**config.mk**
```make
export PLATFORM = sky130hd
export DESIGN_NAME = ultrasonic_echo_responder
export DESIGN_NICKNAME = d
export VERILOG_FILES = /design/src/rtl/ultrasonic_echo_responder.sv
export SDC_FILE = /design/constraint.sdc
export NUM_CORES = 1
export LEC_CHECK = 0
export CORE_MARGIN = 2
export CORE_UTILIZATION = 55
export CTS_CLUSTER_SIZE = 30
export DETAILED_ROUTE_END_ITERATION = 6
export PLACE_DENSITY = 0.76
export SYNTH_ARGS = -nofsm -noshare
export SYNTH_HDL_FRONTEND = slang
export SYNTH_SLANG_ARGS = --single-unit
```
**constraint.sdc**
```tcl
create_clock -name clk -period 12.7 [get_ports clk]
set_input_delay 1.27 -clock clk [delete_from_list [all_inputs] [get_ports clk]]
set_output_delay 1.27 -clock clk [all_outputs]
set_load 0.02 [all_outputs]
```
**src/rtl/ultrasonic_echo_responder.sv**
```systemverilog
// ultrasonic_echo_responder
//   Emulates the sensor side of an HC-SR04-style trigger/echo ranging link.
//   A trigger pulse that is at least TRIG_MIN_US long starts a measurement.
//   After a fixed burst delay, the block raises echo for a width that encodes
//   the distance latched when the trigger fell. A hold-off period then
//   follows, and new triggers are accepted again only after it ends.
//
// Ports
//   clk            system clock
//   rst_n          synchronous active-low reset
//   trigger        trigger line from the ranging controller (asynchronous)
//   distance_cm    emulated target distance in cm, unsigned
//   object_present 1 = target present, 0 = force a timeout-width echo
//   echo           echo pulse back to the controller
//   busy           high while a measurement runs (BURST, ECHO, HOLDOFF)
//   trig_error     one-cycle pulse when a trigger was too short
//   meas_done      one-cycle pulse on the cycle that echo deasserts
module ultrasonic_echo_responder #(
   parameter int unsigned CLKS_PER_US    = 100,
   parameter int unsigned TRIG_MIN_US    = 10,
   parameter int unsigned BURST_DELAY_US = 250,
   parameter int unsigned US_PER_CM      = 58,
   parameter int unsigned MIN_CM         = 2,
   parameter int unsigned MAX_CM         = 400,
   parameter int unsigned TIMEOUT_US     = 38000,
   parameter int unsigned HOLDOFF_US     = 10000
) (
   input  logic       clk,
   input  logic       rst_n,
   input  logic       trigger,
   input  logic [8:0] distance_cm,
   input  logic       object_present,
   output logic       echo,
   output logic       busy,
   output logic       trig_error,
   output logic       meas_done
);

   localparam logic [31:0] CLKS_PER_US_L = 32'(CLKS_PER_US);
   localparam logic [31:0] US_PER_CM_L   = 32'(US_PER_CM);
   localparam logic [31:0] TIMEOUT_US_L  = 32'(TIMEOUT_US);
   localparam logic [8:0]  MIN_CM_L      = 9'(MIN_CM);
   localparam logic [8:0]  MAX_CM_L      = 9'(MAX_CM);

   // Last counter value of each timed state. The counter reads 0 on the
   // first cycle of a state, so a state lasting N cycles ends at N-1.
   localparam logic [31:0] TRIG_LAST    = 32'(TRIG_MIN_US * CLKS_PER_US) - 32'd1;
   localparam logic [31:0] HOLDOFF_LAST = 32'(HOLDOFF_US * CLKS_PER_US) - 32'd1;
   // The FSM sees the trig_s fall one cycle after it happens (it compares
   // against the registered value), and that cycle already counts toward
   // the burst delay. BURST therefore lasts one cycle less than the delay.
   localparam logic [31:0] BURST_LAST   = 32'(BURST_DELAY_US * CLKS_PER_US) - 32'd2;

   typedef enum logic [2:0] {
      IDLE,
      TRIG_HIGH,
      BURST,
      ECHO,
      HOLDOFF
   } stateT;

   stateT       state, stateNext;
   logic [31:0] cycleCnt, cycleCntNext;
   logic        trigMeta, trigSync, trigPrev;
   logic [8:0]  latchedCm;
   logic        latchedPresent;
   logic        latchNow;
   logic        trigErrorQ, trigErrorNext;
   logic        measDoneQ, measDoneNext;

   // Echo width derived from the values latched at trigger fall.
   logic        rangeValid;
   logic [31:0] echoUs;
   logic [31:0] echoCyc;

   always_comb begin
      rangeValid = latchedPresent && (latchedCm >= MIN_CM_L) && (latchedCm <= MAX_CM_L);
      echoUs     = rangeValid ? (32'(latchedCm) * US_PER_CM_L) : TIMEOUT_US_L;
      echoCyc    = echoUs * CLKS_PER_US_L;
   end

   // NOTE: every signal assigned here gets a default first, so no path
   // leaves a value unassigned and no latch is inferred.
   always_comb begin
      stateNext     = state;
      cycleCntNext  = cycleCnt;
      latchNow      = 1'b0;
      trigErrorNext = 1'b0;
      measDoneNext  = 1'b0;

      case (state)
         IDLE: begin
            // Only a real 0->1 transition counts. A trigger that is still high
            // when the FSM returns here has trigPrev=1 and is ignored.
            if (trigSync && !trigPrev) begin
               stateNext = TRIG_HIGH;
            end
         end

         TRIG_HIGH: begin
            if (trigSync) begin
               // A stuck-high trigger waits here; saturate instead of wrapping.
               if (cycleCnt != '1) begin
                  cycleCntNext = cycleCnt + 32'd1;
               end
            end else if (cycleCnt >= TRIG_LAST) begin
               latchNow  = 1'b1;
               stateNext = BURST;
            end else begin
               trigErrorNext = 1'b1;
               stateNext     = IDLE;
            end
         end

         BURST: begin
            if (cycleCnt >= BURST_LAST) begin
               stateNext = ECHO;
            end else begin
               cycleCntNext = cycleCnt + 32'd1;
            end
         end

         ECHO: begin
            if (cycleCnt >= echoCyc - 32'd1) begin
               measDoneNext = 1'b1;
               stateNext    = HOLDOFF;
            end else begin
               cycleCntNext = cycleCnt + 32'd1;
            end
         end

         HOLDOFF: begin
            if (cycleCnt >= HOLDOFF_LAST) begin
               stateNext = IDLE;
            end else begin
               cycleCntNext = cycleCnt + 32'd1;
            end
         end

         default: stateNext = IDLE;
      endcase

      // A single counter serves every state; it restarts on each state entry.
      if (stateNext != state) begin
         cycleCntNext = '0;
      end
   end

   // NOTE: state is updated with non-blocking assignments so that every
   // flop samples the values from before the clock edge.
   always_ff @(posedge clk) begin
      if (!rst_n) begin
         state          <= IDLE;
         cycleCnt       <= '0;
         trigMeta       <= 1'b0;
         trigSync       <= 1'b0;
         trigPrev       <= 1'b0;
         latchedCm      <= '0;
         latchedPresent <= 1'b0;
         trigErrorQ     <= 1'b0;
         measDoneQ      <= 1'b0;
      end else begin
         trigMeta   <= trigger;
         trigSync   <= trigMeta;
         trigPrev   <= trigSync;
         state      <= stateNext;
         cycleCnt   <= cycleCntNext;
         trigErrorQ <= trigErrorNext;
         measDoneQ  <= measDoneNext;
         if (latchNow) begin
            latchedCm      <= distance_cm;
            latchedPresent <= object_present;
         end
      end
   end

   // Decode echo and busy from the registered state. Because of this, a
   // reset edge drops echo immediately.
   assign echo       = (state == ECHO);
   assign busy       = (state == BURST) || (state == ECHO) || (state == HOLDOFF);
   assign trig_error = trigErrorQ;
   assign meas_done  = measDoneQ;

endmodule

```
# Yosys cells after proc, flatten, opt, wreduce, memory -nomap -nowiden
# Index checks and enable logic that the tools add are counted.
# W data, S select, Z words.
[word_totals] romBits=0 output_inout_bits=4 elab_cells=63 regBits=50 latch_bits=0 input_bits=13 ramBits=0 mem_count=0
[classes] eq_ne=11 order_cmp=6 n_mul=2 mux=19 shifts=0 reduce_logical=12 bitwise_logic=2 div=0 add_sub_neg=2
[op_table] operator="$mux W32" n=5
[op_table] operator="$pmux W32 S4" n=1
[op_table] operator="$add A32 B1 Y32 const B" n=1
[op_table] operator="$ge A32 B10 Y1 const B" n=1
[op_table] operator="$ge A32 B15 Y1 const B" n=1
[op_table] operator="$ge A32 B20 Y1 const B" n=1
[op_table] operator="$ge A32 B32 Y1" n=1
[op_table] operator="$ne A32 B32 Y1 const B" n=1
[op_table] operator="$sub A23 B1 Y24 const B" n=1
[op_table] operator="$mul A16 B5 Y21 const B" n=1
[op_table] operator="$mux W16" n=1
[op_table] operator="$mux W3" n=5
[op_table] operator="$pmux W3 S5" n=1
[op_table] operator="$mul A9 B5 Y14 const B" n=1
[op_table] operator="$ne A2 B2 Y1 const B" n=5
[op_table] operator="$ge A9 B2 Y1 const B" n=1
[op_table] operator="$le A9 B9 Y1 const B" n=1
[op_table] operator="$eq A3 B2 Y1 const B" n=2
[op_table] operator="$reduce_and A6 Y1" n=1
[op_table] operator="$mux W1" n=5
[op_table] operator="$reduce_bool A4 Y1" n=1
[op_table] operator="$eq A3 B1 Y1 const B" n=1
[op_table] operator="$eq A3 B3 Y1 const B" n=1
[op_table] operator="$logic_and A1 B1 Y1" n=3
[op_table] operator="other kinds (9)" n=11

# Logic depth before layout (Yosys ltp)
[depth] word_depth=11 mapped_depth=39 ltp_nobuf=37

# Least setup slack after synthesis
# OpenSTA, ideal clock, no wires.
[synth_path] path_type="register to register" startpoint="reg latchedCm[1]" endpoint="reg cycleCnt[28]" required_time_ns=12.630 period_less_slack_ns=8.869 slack_ns=3.831 t_arrival_ns=8.799 path_stages_with_launch=38 setup_ns=0.070 n_path_buf=1 path_cell_list="dfxtp_1 -> inv_1 -> fa_1 -> inv_1 -> ha_1 -> fa_1 -> ha_1 -> a21oi_1 -> nand2b_1 -> a21boi_0 -> nor4_1 -> nor2_1 -> xor2_1 -> and2_1 -> ha_1 -> ha_1 -> inv_1 -> fa_1 -> [2 not listed] -> o21ai_0 -> nor2_1 -> a221o_1 -> a211oi_1 -> nand3_1 -> a31oi_1 -> nand3_1 -> or3_1 -> ha_1 -> nand4_1 -> inv_1 -> a221oi_1 -> a31oi_1 -> o21ai_0 -> clkbuf_1 -> nand2_2 -> or4_1 -> a21oi_1"
[synth_between] elab_chain_len=11 elab_cells_between_ends=15 cone_classes="1 x add/sub; 2 x mul; 3 x order compare; 2 x eq/ne; 3 x mux; 4 x reduce/logical"
[synth_lines] element="start: declaration" line="65" rtl="logic [8:0] latchedCm;"
[synth_lines] element="start signal: assignment" line="171" rtl="latchedCm <= distance_cm;"
[synth_lines] element="parallel branches: the longest is 3 deep, another holds $mul A9 B5 Y14"
[synth_lines] element="$mux W16 *" line="78" rtl="echoUs = rangeValid ? (32'(latchedCm) * US_PER_CM_L) : TIMEOUT_US_L;"
[synth_lines] element="$mul A16 B5 Y21 *" line="79" rtl="echoCyc = echoUs * CLKS_PER_US_L;"
[synth_lines] element="$sub A23 B1 Y24 *" line="124" rtl="if (cycleCnt >= echoCyc - 32'd1) begin"
[synth_lines] element="$ge A32 B32 Y1 *" line="124"
[synth_lines] element="$mux W3" line="124"
[synth_lines] element="$pmux W3 S5" line="91" rtl="case (state)"
[synth_lines] element="$ne A3 B3 Y1" line="144" rtl="if (stateNext != state) begin"
[synth_lines] element="$reduce_or A2 Y1 (no source line)"
[synth_lines] element="end signal: assignment" line="167" rtl="cycleCnt <= cycleCntNext;"
[synth_lines] element="end: declaration" line="63" rtl="logic [31:0] cycleCnt, cycleCntNext;"
# Mark *: on every way between the ends.
# A chain may end at the register's enable or synchronous reset.

# Worst setup path after layout
# Ends and elaborated chain as after synthesis.

==> run_results.csv <==
group,metric,value,unit
clock_tree,numCtsBuffers,5,
power_and_ir_drop,ir_drop,0.0681,mV
die,fp.coreArea,11000,µm²
timing,tns,0,ns
global_route,grt.overflow.total,0,
die,num_rows,38,
synthesis,syn_nets,935,
worst_setup_path,worst_setup_path_end_kind,"register",
die,start_util,57.0,%
synthesis,synth_simple_gate_area_share,22.8,%
global_route,grt_pass1_wl,25.0,mm
synthesis,ys_seq_area_share,16.0,%
synthesis,synth_xor_area_share,6.58,%
timing,finalHoldViolCount,0,
power_and_ir_drop,cellPowerDensity,46.0,nW/µm²
worst_setup_path,path_common_cell,"ha_1",
die,die_w,111,µm
synthesis,synth_compound_area_share,15.1,%
timing,fmax,103,MHz
detailed_routing,ant_nets,0,
power_and_ir_drop,combPwrFrac,3.0,%
power_and_ir_drop,power.leakage,3.13,nW
clock_tree,root_buffer,"clkbuf_16",
timing,worst_hold_slack,0.448,ns
detailed_routing,drc,0,
placement,dpl.cell_count,917,
worst_setup_path,r2r-start,"latchedCm[1]",
worst_setup_path,start_kind,"register",
synthesis,synth_area_per_cell,8.04,µm²
synthesis,synthAdderAreaFrac,31.4,%
min_path,whs_path_depth,1,
synthesis,post_synth_num_cell_types,58,
die,die_h,111,µm
cells_and_area,fin_util,60.9,%
clock_tree,post_cts_buffers,0,
run_status,status,"completed",
worst_setup_path,slowest_stage,"or3_1",
timing,tightest_slew,1.04,ns
clock_tree,cts_sinks,50,
detailed_routing,drtIter0Drc,485,
detailed_routing,wl_per_cell,15.3,µm
cells_and_area,area_growth,6.90,%
clock_tree,clockBufferDepth,2,
cells_and_area,final_cell_count_no_fill,925,
clock_tree,cts_hold_buf,0,
power_and_ir_drop,power,0.308,mW
min_path,whs_endpoint,"trigSync",
placement,placed_area,6540,µm²
synthesis,yosysTopAreaCell,"ha_1",
timing,period_needed,9.68,ns
synthesis,synth_top_family_by_area,"adder cells",
clock_tree,insertion_delay,0.30,ns
synthesis,synth_cells,778,
global_route,grt_max_degree,33,
worst_setup_path,crit_type,"register to register",
placement,pre_cts_slack,3.14,ns
cells_and_area,diodes,0,
synthesis,synth_edf_count,0,
timing,drv_slew,0,
timing,fin_ws,3.02,ns
power_and_ir_drop,power_frac_seq,51.2,%
worst_setup_path,cpPeakStageDelay,0.57,ns
clock_tree,htree_levels,2,
cells_and_area,final_area,6690,µm²
worst_setup_path,critPathRequiredTime,12.93,ns
synthesis,async_reset_ff_share,0,%
synthesis,synthMuxAreaShare,1.78,%
detailed_routing,firstDrtPassIters,7,
worst_setup_path,worstRegToRegCells,37,
detailed_routing,vias,5608,
placement,hpwl,11.3,mm
detailed_routing,avgViaCountPerCell,6.06,
worst_setup_path,arrival,9.91,ns
synthesis,synth_ff_type,"dfxtp_1",
power_and_ir_drop,clkPwrFrac,45.7,%
worst_setup_path,worstPathMaxFanout,20,
timing,skew,0.00821,ns
clock_tree,cts_resized,0,
clock_tree,cts.reportedPaths.clkPinSlew,0.07,ns
global_route,grtUsageTotal,23.7,%
min_path,hold_start,"trigMeta",
job,drv_cap,0,
synthesis,synthesis.area,6260,µm²
power_and_ir_drop,p_switching,0.0669,mW
timing,rsz0062_at_grt,"false",
global_route,grt_pass1_vias,5607,
die,die-area,12200,µm²
synthesis,synth_top_area_share,24.4,%
synthesis,ys_ff_latch,50,
timing,slew_headroom,30.1,%
die,pin_count,17,
cells_and_area,nets,941,
synthesis,synth_area_leaders,"ha_1, dfxtp_1, fa_1, inv_1, a21oi_1",
timing,finalCritPeriodShare,76.2,%
synthesis,yosys_warnings,0,
placement,io_buffers,16,
placement,routabilityCongestion,0.975,
worst_setup_path,timing.rr.end,"cycleCnt[28]",
power_and_ir_drop,intPower,0.241,mW
timing,setup_viol,0,
power_and_ir_drop,switching_share,21.7,%
min_path,min_path_type,"register to register",
cells_and_area,final_layout_size_suffix_gt1_share,2.55,%
clock_tree,cts_tree,"built",
detailed_routing,wl,14.1,mm
worst_setup_path,rrSetupSlack,3.02,ns
global_route,antenna_found_initial,0,
[state kept, by name, indices dropped and copies added (netlist names)]
name            flops
cycleCnt           32
latchedCm           9
latchedPresent      1
meas_done           1
state               3
trigMeta            1
trigPrev            1
trigSync            1
trig_error          1
[cells by family (layout without fill, tap and decap cells)]
| family | Yosys count | count (layout) |
|---|---|---|
| flip-flops | 50 | 50 |
| buffers and inverters | 105 | 112 |
| XOR/XNOR | 47 | 47 |
| AND/OR/NAND/NOR | 271 | 271 |
| AO/OA/AOI/OAI | 150 | 150 |
| adder cells (fa/ha/maj) | 144 | 144 |
| multiplexers | 11 | 11 |
[power groups by stage]
| stage | Clock [mW] | Combinational, mW | Sequential (mW) |
|---|---|---|---|
| 6_report | 0.141 | 0.00937 | 0.158 |
| 5_1_grt | 0.149 | 0.0101 | 0.158 |
| 4_1_cts | 0.143 | 0.00932 | 0.158 |
| 3_5_place_dp | 0 | 0.00931 | 0.161 |
| 3_3_place_gp | 0 | 0.00910 | 0.161 |
| 2_1_floorplan | 0 | 0.00409 | 0.161 |
[worst max-delay path: cells and delay by family (launching register included)]
kind	cells	cell delay, ns
buffers and inverters	6	0.60
adders and majority gates	9	3.40
AOI/OAI and AO/OA	10	2.31
DFF	1	0.48
xor gates and xnor gates	1	0.16
and+or+nand+nor	11	2.64
[worst max path at each step]
stage | startpoint | endpoint | cells past startpoint
3_5_place_dp | latchedCm[1] | cycleCnt[28] | 37
4_1_cts | latchedCm[1] | cycleCnt[28] | 37
6_report | latchedCm[1] | cycleCnt[28] | 37
2_1_floorplan | latchedCm[1] | cycleCnt[28] | 37
5_1_grt | latchedCm[1] | cycleCnt[28] | 37
3_3_place_gp | latchedCm[1] | cycleCnt[28] | 37
[cell type report]
type / count / area [µm²]
Multi-Input combinational cell: 623 / 4860
Fill cell: 969 / 4290
Sequential cell: 50 / 1000
Inverter: 86 / 323
Timing Repair Buffer: 18 / 175
Tap cell: 140 / 175
Clock buffer: 6 / 139
Clock inverter: 2 / 16.3
[per-layer routing]
layer  up-vias  global-route usage (%)  wire length, µm
li1       2803                       -                -
met1      2666                    28.5             6190
met2       115                    44.1             7200
met3        24                    3.12              456
met4         0                    6.33              271
met5         -                       0                0
[layout by cell type, fill, tap and decap left out, types with 5 or more instances in the layout]
cell type,instances
fa_1,22
ha_1,122
a211oi_1,9
clkbuf_16,5
xnor2_1,25
nand3_1,27
and2_1,7
o31ai_1,17
nor4_1,13
nor2_1,66
nand2_1,50
nor3_1,14
or3_1,10
dfxtp_1,50
nand2b_1,10
xor2_1,22
a31oi_1,8
a21oi_1,51
a21boi_0,5
or4_1,13
inv_1,86
clkdlybuf4s50_1,16
o21ai_0,29
and3_1,11
nand4_1,28
mux2i_1,10
[Yosys cell counts (17+ instances only)]
library cell	number
xor2_1	22
inv_1	86
o31ai_1	17
nand4_1	28
o21ai_0	30
dfxtp_1	50
nand3_1	27
nand2_1	50
ha_1	122
xnor2_1	25
nor2_1	66
fa_1	22
a21oi_1	51
Note: power is estimated with default switching activity, not from simulation.
